==> config.mk <==
export PLATFORM = sky130hd
export DESIGN_NAME = rf_wb_arbiter
export DESIGN_NICKNAME = d
export VERILOG_FILES = /design/src/rtl/rf_pkg.sv /design/src/rtl/rr_arbiter.sv /design/src/rtl/rf_wb_arbiter.sv
export SDC_FILE = /design/constraint.sdc
export NUM_CORES = 1
export LEC_CHECK = 0
export ABC_CLOCK_PERIOD_IN_PS = 7800
export CORE_MARGIN = 2
export CORE_UTILIZATION = 60
export CTS_CLUSTER_SIZE = 25
export DETAILED_ROUTE_END_ITERATION = 16
export DONT_BUFFER_PORTS = 1
export PLACE_DENSITY = 0.74
export RECOVER_POWER = 50
export SETUP_SLACK_MARGIN = 0.15
export SLEW_MARGIN = 20
export SYNTH_ARGS = -nofsm -noshare
export SYNTH_HDL_FRONTEND = slang
export SYNTH_HIERARCHICAL = 1
export SYNTH_SLANG_ARGS = --single-unit
export TNS_END_PERCENT = 50
==> constraint.sdc <==
create_clock -name clk -period 7.8 [get_ports clk]
set_input_delay 1.95 -clock clk [delete_from_list [all_inputs] [get_ports clk]]
set_output_delay 1.95 -clock clk [all_outputs]
set_load 0.1 [all_outputs]
==> src/rtl/rf_pkg.sv <==
// ---------------------------------------------------------------------------
// rf_pkg
// Shared constants, types and helpers for the register-file writeback path.
//   XLEN    default register data width
//   REG_AW  default register address width
//   IDW     width of a source index (covers up to 8 requesters)
//   wb_req_t  one writeback request: destination register plus data
//   rr_next   round-robin pointer advance, wrapping at the requester count
// ---------------------------------------------------------------------------
package rf_pkg;

   localparam int XLEN   = 32;
   localparam int REG_AW = 5;
   localparam int IDW    = 3;

   typedef struct packed {
      logic [REG_AW-1:0] addr;
      logic [XLEN-1:0]   data;
   } wb_req_t;

   // The source after the one just served becomes the first to be searched
   // next time; with a single requester this always returns 0.
   function automatic logic [IDW-1:0] rr_next(input logic [IDW-1:0] ptr,
                                              input int              nreq);
      if (int'(ptr) + 1 >= nreq)
         return '0;
      else
         return ptr + 1'b1;
   endfunction

endpackage

==> src/rtl/rr_arbiter.sv <==
// ---------------------------------------------------------------------------
// rr_arbiter
// Purely combinational round-robin pick. Searches the valid vector starting at
// ptr and wrapping modulo NREQ; the first valid source wins.
// Ports:
//   valid  in  NREQ  request vector
//   ptr    in  IDW   first index to search (always < NREQ)
//   grant  out NREQ  one-hot winner, zero when nothing is valid
//   idx    out IDW   binary index of the winner
//   any    out 1     some source is valid
// ---------------------------------------------------------------------------
module rr_arbiter
   import rf_pkg::*;
#(
   parameter int NREQ = 3
) (
   input  logic [NREQ-1:0] valid,
   input  logic [IDW-1:0]  ptr,
   output logic [NREQ-1:0] grant,
   output logic [IDW-1:0]  idx,
   output logic            any
);

   // Walk the requesters in rotated order and latch onto the first valid one.
   // The found flag keeps later candidates from overriding the winner.
   always_comb begin
      int  j;
      logic found;
      grant = '0;
      idx   = '0;
      found = 1'b0;
      j     = 0;
      for (int k = 0; k < NREQ; k++) begin
         j = (int'(ptr) + k) % NREQ;
         if (!found && valid[j]) begin
            found    = 1'b1;
            grant[j] = 1'b1;
            idx      = IDW'(j);
         end
      end
      any = found;
   end

endmodule

==> src/rtl/rf_wb_arbiter.sv <==
// ---------------------------------------------------------------------------
// rf_wb_arbiter
// Shares the single register-file write port among NREQ writeback sources
// using round-robin arbitration and a valid/ready handshake per source. The
// winning request is registered into rf_w* so at most one write lands per
// cycle, one cycle after acceptance, at a sustained rate of one per cycle.
// Ports:
//   clk, rst_n            clock, synchronous active-low reset
//   hold                  stall: no grants while high
//   req_valid/req_ready   per-source handshake (ready is one-hot or zero)
//   req_addr/req_data     per-source packed destination register and data
//   rf_w_en/rf_wa/rf_wd   register-file write port
//   grant_id              source whose write is on rf_w*
// Optional feature (macro WB_FWD_EN): fwd_ra1/fwd_ra2 in, fwd_hit1/fwd_hit2
// and fwd_d1/fwd_d2 out, exposing the write landing this cycle to readers.
// ---------------------------------------------------------------------------
module rf_wb_arbiter
   import rf_pkg::*;
#(
   parameter int NREQ = 3,
   parameter int XLEN = rf_pkg::XLEN,
   parameter int AW   = rf_pkg::REG_AW
) (
   input  logic                 clk,
   input  logic                 rst_n,
   input  logic                 hold,
   input  logic [NREQ-1:0]      req_valid,
   output logic [NREQ-1:0]      req_ready,
   input  logic [NREQ*AW-1:0]   req_addr,
   input  logic [NREQ*XLEN-1:0] req_data,
   output logic                 rf_w_en,
   output logic [AW-1:0]        rf_wa,
   output logic [XLEN-1:0]      rf_wd,
   output logic [2:0]           grant_id
`ifdef WB_FWD_EN
   ,
   input  logic [AW-1:0]        fwd_ra1,
   input  logic [AW-1:0]        fwd_ra2,
   output logic                 fwd_hit1,
   output logic                 fwd_hit2,
   output logic [XLEN-1:0]      fwd_d1,
   output logic [XLEN-1:0]      fwd_d2
`endif
);

   logic [IDW-1:0]  rr_ptr;
   logic [IDW-1:0]  win_idx;
   logic [NREQ-1:0] win_onehot;
   logic            win_any;
   logic            fire;
   logic            wen_q;
   logic [AW-1:0]   sel_addr;
   logic [XLEN-1:0] sel_data;

   rr_arbiter #(.NREQ(NREQ)) u_rr (
      .valid (req_valid),
      .ptr   (rr_ptr),
      .grant (win_onehot),
      .idx   (win_idx),
      .any   (win_any)
   );

   // A grant happens only when some source is valid, the pipeline is not
   // stalled and reset is released; ready never depends on the data.
   assign fire      = win_any && !hold && rst_n;
   assign req_ready = fire ? win_onehot : '0;

   // Steer the winning source's address and data with the one-hot grant so
   // no index can ever fall outside the packed buses.
   always_comb begin
      sel_addr = '0;
      sel_data = '0;
      for (int i = 0; i < NREQ; i++) begin
         if (win_onehot[i]) begin
            sel_addr = req_addr[i*AW +: AW];
            sel_data = req_data[i*XLEN +: XLEN];
         end
      end
   end

   // Output stage and round-robin pointer. An x0 request still consumes its
   // slot and loads address/data, but does not raise the write enable. Idle
   // or stalled cycles drop the enable and keep the last address/data.
   always_ff @(posedge clk) begin
      if (!rst_n) begin
         wen_q    <= 1'b0;
         rf_wa    <= '0;
         rf_wd    <= '0;
         grant_id <= '0;
         rr_ptr   <= '0;
      end else if (fire) begin
         wen_q    <= (sel_addr != '0);
         rf_wa    <= sel_addr;
         rf_wd    <= sel_data;
         grant_id <= win_idx;
         rr_ptr   <= rr_next(win_idx, NREQ);
      end else begin
         wen_q    <= 1'b0;
      end
   end

   // The registered enable is masked by reset so a write still in flight
   // when reset is asserted never reaches the register file.
   assign rf_w_en = wen_q && rst_n;

`ifdef WB_FWD_EN
   // Bypass compare against the write landing this cycle; x0 never hits.
   assign fwd_hit1 = rf_w_en && (rf_wa == fwd_ra1) && (fwd_ra1 != '0);
   assign fwd_hit2 = rf_w_en && (rf_wa == fwd_ra2) && (fwd_ra2 != '0);
   assign fwd_d1   = rf_wd;
   assign fwd_d2   = rf_wd;
`endif

endmodule

==> Word-level counts from Yosys, hierarchy flattened <==
Index checks and enable logic that the tools add are counted.
{ "classes": {"magnitude_cmp": 7, "reduce_logical": 13, "n_bitwise": 2, "mux": 32, "add_sub_neg": 4, "div": 3} }
{ "op_table": {"columns": ["cell", "n"], "rows": [
  ["32-bit by 1-bit >= comparator with 1-bit output, second input constant", 3],
  ["32-bit by 4-bit < comparator with 1-bit output, second input constant", 3],
  ["32-bit two-way mux", 3],
  ["32-bit by 3-bit modulo with 32-bit output, second input constant", 2],
  ["4-bit by 3-bit modulo with 32-bit output, second input constant", 1],
  ["3-bit two-way mux", 8],
  ["5-bit two-way mux", 3],
  ["1-bit two-way mux", 12],
  ["3-bit by 1-bit adder with 4-bit output, second input constant", 2],
  ["1-bit logical AND", 8],
  ["1-bit binary-select mux with 2-bit select", 3],
  ["1-bit demux with 2-bit select", 3],
  ["3-bit OR", 2],
  ["5-bit nonzero test", 1],
  ["3-bit by 2-bit adder with 4-bit output, second input constant", 1],
  ["4-bit by 2-bit >= comparator with 1-bit output, second input constant", 1],
  ["3-bit by 1-bit adder with 3-bit output, second input constant", 1],
  ["1-bit logical NOT", 3],
  ["2-bit AND reduction", 1]
]} }
{ "totals": {"in_bits": 117, "register_bits": 44, "output_inout_bits": 44} }

==> Depth between registers and ports, before layout <==
Gate-level depths: netlist of run 1.
{ "depth": {"word_depth": 15, "depth_mapped": 23} }

==> By module <==
The synthesis of run 1 kept the hierarchy.
{ "by_module_without_submodules": {"columns": ["module", "cells_per_inst", "seq_area_each_um2", "area_each_um2", "instances"], "rows": [
  ["rf_wb_arbiter", 265, 880.8, 2339.7, 1],
  ["rr_arbiter", 169, 0.0, 1280.0, 1]
]} }

==> Worst setup path before layout of run 1 <==
OpenSTA, ideal clock, no wires.
{ "synth_path": {"kind": "reg-to-output", "start": "register rr_ptr[0]", "end": "output req_ready[1]", "path_slack_ns": 0.537, "path_buffers": 4, "path_stages_with_launch": 19, "arrival_time_ns": 5.313, "path_cell_list": "dfxtp_1 buf_2 buf_1 inv_1 ha_1 ha_1 a21o_1 a21oi_2 a21oi_2 xnor2_2 inv_2 ha_1 nor4b_4 mux2_2 or3b_1 o211ai_1 buf_6 buf_2 and3_1"} }
{ "synth_rtl": {"columns": ["element", "line", "source"], "rows": [
  ["start, declared", "rf_wb_arbiter.sv:46", "logic [IDW-1:0] rr_ptr;"],
  ["start signal, assigned", "rf_wb_arbiter.sv:96", "rr_ptr <= rr_next(win_idx, NREQ);"],
  ["parallel branches: the longest is 10 deep, another holds 32-bit by 3-bit modulo with 32-bit output", null, null],
  ["3-bit two-way mux (*)", "rr_arbiter.sv:35", "if (!found && valid[j]) begin"],
  ["via win_onehot[1]", "rf_wb_arbiter.sv:48", "logic [NREQ-1:0] win_onehot;"],
  ["3-bit two-way mux (*)", "rf_wb_arbiter.sv:66", "assign req_ready = fire ? win_onehot : '0;"],
  ["end, declared", "rf_wb_arbiter.sv:28", "output logic [NREQ-1:0] req_ready,"]
]} }
Mark *: on every way through the listed nets, which the timed path passes. The select of a mux whose other input is x is not followed.

==> Final worst setup path of run 1 <==
{ "layout_path": {"start": "register rr_ptr[1]", "end": "output req_ready[0]"} }
Same word-level chain as after synthesis.

==> reports/metrics.yaml, run 1 <==
multiInputGateArea_um2: 2530
maxSlewHeadroom_pct: -12.5
cts_hold_repair.buffers: 0
globalplace.congestion: 0.957
drv.max_cap_violation_count: 1
fin_skew_ps: 7.38
fillCellCount: 519
worstPathArrival_ps: 5170
ff_latch_area_um2: 881
row_count: 28
max_freq_mhz: 140
fin_tns_setup_ps: 0
routed_wire_length_per_instance_um: 19.6
asyncSetResetFlopFracSynth_pct: 0
drc_viols: 0
syn_nets: 573
clk_path_buf_depth: 2
timing.final.crit_share_pct: 91.3
floorplan.initialDensity_pct: 61.5
io_pins: 161
routed_via_density: 6.86
insertion_delay_ps: 280
numClockSinks: 44
setup.worst_path.class: "flip-flop to primary output"
drive_gt1_share_pct: 8.94
numCtsBuffers: 5
initial_drt_pass_iterations: 5
yosysWarnings: 6
initial_antenna_violation_count: 0
worstPathMaxFanout: 12
core_area_um2: 5890
post_syn_instances: 434
final_core_utilization_pct: 64.0
violations: "max-capacitance violations, max-slew violations"
multiplexer_area_fraction_after_synthesis_pct: 2.70
gr-total-overflow: 0
synth_simple_gate_area_share_pct: 17.6
groute.usage.overall_pct: 27.1
largest_net_degree_at_the_start_of_global_routing: 49
floorplan.die.height_um: 81.7
hold_viol: 0
die_area_um2: 6670
timing.final.setup_violations: 0
dominantRegCellSynth: "dfxtp_1"
post_synthesis_share_of_cell_area_spent_on_full_adders_half_adders_and_majority_gates_pct: 7.60
drt_iter0_drc: 241
area_share_of_the_largest_cell_type_after_synthesis_pct: 24.3
design.final.nets: 553
post_synth_num_cell_types: 67
count_of_inserted_antenna_diode_cells: 0
worst_setup_path_start_kind: "flip-flop"
synth.yosys.seq_area_share_pct: 24.3
dpl.hpwl_um: 6980
clk_root_buffer_cell: "clkbuf_8"
antenna_violating_nets_post_route: 0
max_slew.worst_pin.slew_ps: 1690
port-buffer-count: 0
via_count_of_the_first_global_routing_pass: 2834
status: "finished, violations left"
synth_top_cells_by_area: "dfxtp_1 24%, a221o_1 8.8%, a21boi_1 8.3%"
cts.htree.levels: 2
synthesis.area_um2: 3620
detailroute.via_count: 3356
finalMaxSlewViolations: 47
grt_setup_unrepaired: "false"
layout_min_cycle_time_ps: 7120
tritoncts_clock_tree: "done"
number_of_enable_type_register_cells_in_the_synthesized_netlist: 0
area_delta_synth_final_pct: 4.04
timing.critical_path.required_ps: 5850
timing.hold.worst.class: "flip-flop to flip-flop"
critical_path.endpoint_type: "primary output"
yosysTopAreaCell: "dfxtp_1"
post_synth_xor_area_fraction_pct: 2.56
synth_top_family_by_area: "compound AO/OA/AOI/OAI gates"
clk_pin_slew_worst_paths_ps: 80
die_w_um: 81.7
synth_compound_gate_area_share_pct: 38.6
finalWirelength_um: 9580
first_pass_grt_wire_length_um: 14200
synth_area_per_cell_um2: 8.34
ffs_latches_synth: 44
==> repair_timing <==
| action | CTS | global route |
|---|---|---|
| setup buffers | 0 | 0 |
| gates resized for setup | 0 | 1 |
| endpoints found under the setup margin | 0 | 1 |
==> layout make-up <==
class	count	area share, %
Tap cell	75	2.49
Multi-Input combinational cell	336	67.1
Sequential cell	44	23.4
Clock buffer	5	1.83
Timing Repair Buffer	8	1.59
Inverter	19	1.96
Clock inverter	2	1.59
==> synth_stat cells, drive strengths merged, types with 3 or more instances <==
cell	n
nand3b	9
nand2	54
a211oi	3
nor3	5
and3	5
dfxtp	44
clkbuf	20
a22oi	3
a21o	3
a2bb2oi	4
a221o	32
nand3	6
nor2	12
o31ai	4
mux2	3
a21oi	13
ha	22
xnor2	8
o211ai	33
mux2i	6
a21boi	41
inv	19
and2	6
buf	15
nor3b	4
nor2b	5
a211o	3
a31oi	6
or3b	3
o21ai	12
==> layer usage <==
| layer | vias up | track usage [%] | routed length, um |
|---|---|---|---|
| li1 | 1614 | - | - |
| met1 | 1552 | 35.8 | 4080 |
| met2 | 182 | 45.7 | 4600 |
| met3 | 8 | 6.59 | 825 |
| met4 | 0 | 4.17 | 76 |
| met5 | - | 0 | 0 |
==> final timing paths <==
path | slack [ps] | startpoint | endpoint | cells past startpoint
worst min register to register | 680 | rr_ptr[2] | rr_ptr[2] | 1
worst max-delay path | 680 | rr_ptr[1] | req_ready[0] | 15
worst min-delay path | 680 | rr_ptr[2] | rr_ptr[2] | 1
worst max register to register | 980 | rr_ptr[1] | wen_q | 20
==> sequential cells by signal, indices dropped and copies added (netlist names) <==
name / count
rf_wa: 5
rr_ptr: 3
grant_id: 3
wen_q: 1
rf_wd: 32
==> cells by family after synthesis <==
logic type / after synthesis
AO/OA/AOI/OAI: 175
AND/OR/NAND/NOR: 122
buffers and inverters: 54
flip-flops: 44
adder cells (fa/ha/maj): 22
multiplexers: 9
XOR/XNOR: 8
==> cells in the final DEF, fill, tap and decap left out, types with 4 or more instances in the layout <==
cell | synthesis | final
a21oi_1 | 10 | 10
dfxtp_1 | 44 | 44
a221o_1 | 32 | 32
mux2i_1 | 6 | 6
xnor2_1 | 5 | 5
nand2_1 | 54 | 54
nor2_1 | 12 | 12
ha_1 | 22 | 22
nor3_1 | 5 | 5
and3_1 | 5 | 5
a2bb2oi_1 | 4 | 4
nor3b_1 | 4 | 4
a31oi_1 | 6 | 6
a21boi_1 | 40 | 39
nand3b_1 | 9 | 9
clkbuf_8 | 0 | 5
o211ai_1 | 33 | 33
buf_4 | 0 | 8
inv_1 | 17 | 16
o21ai_0 | 10 | 11
nand3_1 | 6 | 6
==> per-stage QoR <==
step	cells	worst slack, ps	hold WS (ps)	area, um^2
final	489	681	676	3770
after floorplan	434	537	553	3620
after global routing	489	208	734	3770
after CTS	489	533	680	3760
after detailed placement	482	866	663	3630
after global placement	482	1140	642	3630
==> critical path, cell delays in order (launching register included) <==
cell and delay (ps):
dfxtp_1 570, ha_1 450, and2_1 280, nor2_1 70, ha_1 250, a21o_1 220
a21oi_2 240, a21oi_2 100, xnor2_2 220, inv_2 80, ha_1 300, nor4b_4 550
mux2_2 490, o31ai_2 520, and3_1 240, buf_4 290
Power of run 1 is left out: the tool's default activity adds up to more than one toggle a clock period on the data nets, which glitch-free logic cannot reach.
==> inputs of run 2 (changes only) <==
--- a/config.mk
+++ b/config.mk
@@ -5,6 +5,7 @@
 export SDC_FILE = /design/constraint.sdc
 export NUM_CORES = 1
 export LEC_CHECK = 0
+export ABC_AREA = 1
 export ABC_CLOCK_PERIOD_IN_PS = 7800
 export CORE_MARGIN = 2
 export CORE_UTILIZATION = 60
==> reports/metrics.yaml, run 2 <==
timing.critical_path.required_ps: 5850  # about the same
tritoncts_clock_tree: "done"
routed_via_density: 5.72  # -17%
design.final.nets: 712  # +29%
timing.final.crit_share_pct: 86.0  # -5.2 points
worstPathMaxFanout: 35  # +23
max_slew.worst_pin.slew_ps: 1010  # -673 ps
finalMaxSlewViolations: 0  # -100%
number_of_enable_type_register_cells_in_the_synthesized_netlist: 0  # unchanged
post_synth_num_cell_types: 40  # -40%
cts_post_setup_buffers_inserted: 0  # unchanged
r2r.worst_path.cells: 30  # +50%
worstPathArrival_ps: 4760  # -410 ps
biggest_regs: "rf_wd: 32 flops, rf_wa: 5 flops"
finalWirelength_um: 9630  # +0.61%
port-buffer-count: 0  # unchanged
area_share_of_the_largest_cell_type_after_synthesis_pct: 22.9  # -1.5 points
ff_latch_area_um2: 881  # unchanged
clk_path_buf_depth: 2  # unchanged
timing.hold.worst.class: "flip-flop to flip-flop"
numCtsBuffers: 5  # unchanged
largest_net_degree_at_the_start_of_global_routing: 71  # +45%
initial_antenna_violation_count: 0  # unchanged
multiInputGateArea_um2: 2570  # +1.5%
drive_gt1_share_pct: 12.2  # +3.3 points
asyncSetResetFlopFracSynth_pct: 0  # unchanged
synthesis.area_um2: 3850  # +6.4%
via_count_of_the_first_global_routing_pass: 3351  # +18%
yosysTopAreaCell: "dfxtp_1"
worst_setup_path_start_kind: "flip-flop"
maxSlewHeadroom_pct: 32.3  # +45 points
clk_pin_slew_worst_paths_ps: 90  # about the same
insertion_delay_ps: 300  # +20 ps
antenna_violating_nets_post_route: 0  # unchanged
count_of_inserted_antenna_diode_cells: 0  # unchanged
cts.htree.levels: 2  # unchanged
synth.yosys.seq_area_share_pct: 22.9  # -1.5 points
startpoint_of_the_worst_hold_path: "rr_ptr[2]"
detailroute.via_count: 3721  # +11%
syn_nets: 733  # +28%
timing.final.setup_violations: 0  # unchanged
dpl.hpwl_um: 7050  # +0.96%
first_pass_grt_wire_length_um: 15600  # +10%
grt_setup_unrepaired: "false"
cp-startpoint: "rr_ptr[0]"
post_cts.resized_instances: 0  # unchanged
dominantRegCellSynth: "dfxtp_1"
most-common-layout-cells: "159 x nand2_1, 116 x a21oi_1, 44 x dfxtp_1"
die_w_um: 84.1  # +3.0%
min_delay_worst_endpoint: "rr_ptr[2]"
dp_cells: 643  # +33%
groute.usage.overall_pct: 26.3  # -0.74 points
die_area_um2: 7070  # +6.1%
final_common_cell: "nand2_1"
initial_drt_pass_iterations: 5  # unchanged
floorplan.die.height_um: 84.1  # +3.0%
setup.worst_path.class: "flip-flop to primary output"
fillCellCount: 610  # +18%
cts_hold_repair.buffers: 0  # unchanged
rr_startpoint: "rr_ptr[0]"
drt_iter0_drc: 155  # -36%
synth_top_cells_by_area: "dfxtp_1 23%, nand2_1 16%, a21oi_1 15%"
instances_no_fill: 650  # +33%
largest_register_ffs: 32  # unchanged
critical_path.endpoint_type: "primary output"
max_freq_mhz: 149  # +6.1%
hold_viol: 0  # unchanged
clk_root_buffer_cell: "clkbuf_8"
gr-total-overflow: 0  # unchanged
synth_commonest_cells: "159 x nand2_1, 116 x a21oi_1, 44 x dfxtp_1, 43 x o21ai_0, 40 x inv_1"
post-route-cell-area_um2: 3860  # +2.5%
setup.reg_to_reg.worst_slack_ps: 2950  # +1970 ps
detailed_place.area_um2: 3790  # +4.2%
numClockSinks: 44  # unchanged
core_area_um2: 6280  # +6.7%
drv.max_cap_violation_count: 0  # -1
routed_wire_length_per_instance_um: 14.8  # -24%
post_syn_instances: 594  # +37%
ffs_latches_synth: 44  # unchanged
drc_viols: 0  # unchanged
synth.most_common_cell: "nand2_1"
top_register: "rf_wd"
hold_depth: 2  # +1
yosysWarnings: 6  # unchanged
area_delta_synth_final_pct: 0.292
layout_min_cycle_time_ps: 6710  # -407 ps
synth_area_per_cell_um2: 6.48  # -22%
worstReg2RegEnd: "wen_q"
globalplace.congestion: 0.883  # -7.7%
io_pins: 161  # unchanged
fin_tns_setup_ps: 0  # unchanged
fin_skew_ps: 9.76  # +2.37 ps
status: "finished clean"
floorplan.initialDensity_pct: 61.3  # -0.17 points
row_count: 29  # +3.6%
run 2: cell count changes in the layout (fill, tap and decap cells not counted), sizes merged, moves of 14 or more:
| cell | change |
|---|---|
| o211ai | -33 |
| nand2 | +126 |
| inv | +27 |
| a221o | -32 |
| nand4 | +14 |
| o21ai | +40 |
| nand3 | +20 |
| a21boi | -40 |
| nor2 | +17 |
| a21oi | +106 |
run 2: through the flow:
step / setup slack (ps) / hold slack [ps] / utilization (%)
after detailed placement: 1510 / 589 / 60.3
after global routing: 629 / 655 / 61.5
after global placement: 1630 / 570 / 60.3
final: 1090 / 603 / 61.5
after CTS: 1170 / 600 / 61.6
after floorplan: 1260 / 527 / -
run 2: final cells by class:
type,instances,share of cell area (%)
Tap cell,77,2.50
Clock buffer,5,1.78
Multi-Input combinational cell,468,66.5
Inverter,48,4.93
Sequential cell,44,22.8
Clock inverter,2,0.324
Timing Repair Buffer,6,1.17
run 2: logic make-up after synthesis:
kind of cell | share of synthesized area (%)
buffers and inverters | 10.4
adder cells (fa/ha/maj) | 7.15
AND/OR/NAND/NOR | 33.3
AO/OA/AOI/OAI | 24.6
XOR/XNOR | 1.59
flip-flops | 22.9
run 2: worst max-delay path: stages, from the launching register on:
cell,delay [ps]
dfxtp_1,620
ha_1,290
inv_2,60
nand2_1,70
nand2_2,100
ha_1,340
inv_1,50
a21oi_1,180
inv_1,90
ha_1,300
nand2_1,60
nand2_1,100
nand2_2,50
nor2_1,160
nand3_1,190
nand2_1,120
nand2_2,90
clkinv_4,80
nand2_4,50
nand2_4,70
nand2_4,80
nor2_8,120
nand2_2,60
nand3_2,500
inv_1,150
nor2_2,130
buf_4,300
run 2: how the worst max path moves through the flow:
stage,end,slack (ps)
2_1_floorplan,req_ready[2],1260
3_3_place_gp,req_ready[0],1630
3_5_place_dp,req_ready[0],1510
4_1_cts,req_ready[0],1170
5_1_grt,req_ready[0],630
6_report,req_ready[0],1090
run 2: per-layer routing:
layer,GRT usage [%],share of wire [%],up-vias
li1,-,-,1921
met1,32.7,41,1658
met2,47.0,51,132
met3,4.85,6.5,10
met4,6.30,1.3,0
met5,0,0,-
Power of run 2 is left out for the same reason.
==> inputs of run 3 (changes only) <==
--- a/config.mk
+++ b/config.mk
@@ -6,15 +6,15 @@
 export NUM_CORES = 1
 export LEC_CHECK = 0
 export ABC_AREA = 1
-export ABC_CLOCK_PERIOD_IN_PS = 7800
+export ABC_CLOCK_PERIOD_IN_PS = 5500
 export CORE_MARGIN = 2
-export CORE_UTILIZATION = 60
+export CORE_UTILIZATION = 59
 export CTS_CLUSTER_SIZE = 25
 export DETAILED_ROUTE_END_ITERATION = 16
 export DONT_BUFFER_PORTS = 1
-export PLACE_DENSITY = 0.74
+export PLACE_DENSITY = 0.76
 export RECOVER_POWER = 50
-export SETUP_SLACK_MARGIN = 0.15
+export SETUP_SLACK_MARGIN = 0.1
 export SLEW_MARGIN = 20
 export SYNTH_ARGS = -nofsm -noshare
 export SYNTH_HDL_FRONTEND = slang
==> constraint.sdc (replaced) <==
create_clock -name clk -period 5.5 [get_ports clk]
set_input_delay 1.1 -clock clk [delete_from_list [all_inputs] [get_ports clk]]
set_output_delay 1.1 -clock clk [all_outputs]
set_load 0.1 [all_outputs]
==> reports/metrics.yaml, run 3 (synthesis gave the netlist of run 2 again) <==
status: "finished clean"
detailroute.via_count: 3801  # +2.1%
pre_cts_ws_ps: 613  # -901 ps
dpl.hpwl_um: 7660  # +8.7%
r2r.worst_path.cells: 26  # -13%
finalMaxSlewViolations: 0  # unchanged
path_common_cell: "nand2_1"
timing.hold.worst.class: "flip-flop to flip-flop"
antenna_violating_nets_post_route: 0  # unchanged
initial_drt_pass_iterations: 4  # -1
finalWirelength_um: 10100  # +4.7%
floorplan.die.height_um: 84.8  # +0.80%
numClockSinks: 44  # unchanged
drive_gt1_share_pct: 13.5  # +1.3 points
post-route-cell-area_um2: 3970  # +2.9%
drv.max_cap_violation_count: 0  # unchanged
worstReg2RegEnd: "rr_ptr[0]"
detailed_place.area_um2: 3850  # +1.8%
die_area_um2: 7190  # +1.6%
drt_iter0_drc: 157  # +1.3%
top_register: "rf_wd"
rr_startpoint: "rr_ptr[2]"
routed_wire_length_per_instance_um: 15.4  # +3.7%
worst_path_max_delay_cell: "dfxtp_1"
setup.reg_to_reg.worst_slack_ps: 1070  # -1880 ps
maxSlewHeadroom_pct: 32.4  # +0.11 points
timing.critical_path.required_ps: 4400  # -1450 ps
hold_viol: 0  # unchanged
insertion_delay_ps: 310  # about the same
critical_path.endpoint_type: "primary output"
layout_min_cycle_time_ps: 5120
fin_tns_setup_ps: 0  # unchanged
row_count: 29  # unchanged
groute.usage.overall_pct: 26.6  # +0.33 points
cts_post_setup_buffers_inserted: 0  # unchanged
worstPathArrival_ps: 4020  # -740 ps
design.final.nets: 716  # +0.56%
max_freq_mhz: 196
fin_skew_ps: 8.77  # -0.986 ps
area_delta_synth_final_pct: 3.15
numCtsBuffers: 5  # unchanged
first_pass_grt_wire_length_um: 16100  # +3.0%
timing.final.crit_share_pct: 93.0
via_count_of_the_first_global_routing_pass: 3484  # +4.0%
timing.critical_path.slowest_cell_delay_ps: 420  # -200 ps
die_w_um: 84.8  # +0.80%
worst_setup_path_start_kind: "flip-flop"
critical_path.n_buffers_inverters: 5  # -1
clk_root_buffer_cell: "clkbuf_8"
endpoint: "req_ready[0]"
dp_cells: 647  # +0.62%
worstSetupPathDepth: 24  # -7.7%
setup.worst_path.class: "flip-flop to primary output"
critical_path.cell_chain: "ha_1, nand2_4, clkinv_4, nor2_1, ha_1, nand3_4, nand3_4, nand2_1, nand2_1, inv_1, ha_1, nor2_2, nand3_2, nand2_1, nand2_2, clkinv_4, nand3_4, a21oi_2, nand2_1, nand2_2, nor2_4, inv_2, nor2_2, buf_12"
instances_no_fill: 656  # +0.92%
port-buffer-count: 0  # unchanged
largest_net_degree_at_the_start_of_global_routing: 71  # unchanged
tritoncts_clock_tree: "done"
cts.htree.levels: 2  # unchanged
initial_antenna_violation_count: 1  # +1
post_cts.resized_instances: 0  # unchanged
core_area_um2: 6310  # +0.58%
globalplace.congestion: 0.904  # +2.3%
final_common_cell: "nand2_1"
layout_setup_ws_ps: 385  # -703 ps
grt_setup_unrepaired: "false"
worstPathMaxFanout: 12  # -66%
clk_pin_slew_worst_paths_ps: 100  # about the same
floorplan.initialDensity_pct: 61.0  # -0.35 points
drc_viols: 0  # unchanged
gr-total-overflow: 0  # unchanged
clk_path_buf_depth: 2  # unchanged
timing.final.setup_violations: 0  # unchanged
biggest_regs: "rf_wd: 32 flops, rf_wa: 5 flops"
cp-startpoint: "rr_ptr[2]"
most-common-layout-cells: "159 x nand2_1, 116 x a21oi_1, 43 x o21ai_0"
max_slew.worst_pin.slew_ps: 1010  # -1.66 ps
routed_via_density: 5.79  # +1.2%
largest_register_ffs: 32  # unchanged
path_delay_family: "simple AND/OR/NAND/NOR gates"
cts_hold_repair.buffers: 0  # unchanged
io_pins: 161  # unchanged
run 3: how the worst min path moves through the flow:
stage	startpoint	end	slack, ps	cells past startpoint
2_1_floorplan	rr_ptr[2]	rr_ptr[2]	530	2
3_3_place_gp	rr_ptr[2]	rr_ptr[2]	570	2
3_5_place_dp	rr_ptr[2]	rr_ptr[2]	580	2
4_1_cts	rr_ptr[2]	rr_ptr[2]	600	2
5_1_grt	rr_ptr[0]	rr_ptr[0]	620	2
6_report	rr_ptr[1]	rr_ptr[1]	590	2
run 3: per-stage QoR:
step	hold slack, ps	util (%)
global placement	570	61.1
floorplan	527	-
global route	616	62.9
detailed placement	582	61.1
CTS	595	62.9
finish	590	62.9
run 3: final cells by class:
| type | count | area, um^2 |
|---|---|---|
| Sequential cell | 44 | 883 |
| Inverter | 48 | 190 |
| Antenna cell | 1 | 2.50 |
| Multi-Input combinational cell | 468 | 2570 |
| Clock buffer | 5 | 68.8 |
| Tap cell | 77 | 96.3 |
| Fill cell | 612 | 2340 |
| Clock inverter | 3 | 46.3 |
| Timing Repair Buffer | 10 | 109 |
run 3: routing by layer:
metal	track usage (%)	wire length, um	part of all wire (%)
met4	8.95	190	1.9
met1	31.5	4200	42
met3	4.72	638	6.3
met2	48.4	5050	50
met5	0	0	0
run 3: tightest hold or removal path, cell delays in order (launching register included):
cell and delay, ps:
dfxtp_2 380, a21oi_1 130, a21oi_1 50
Power of run 3 is left out for the same reason.
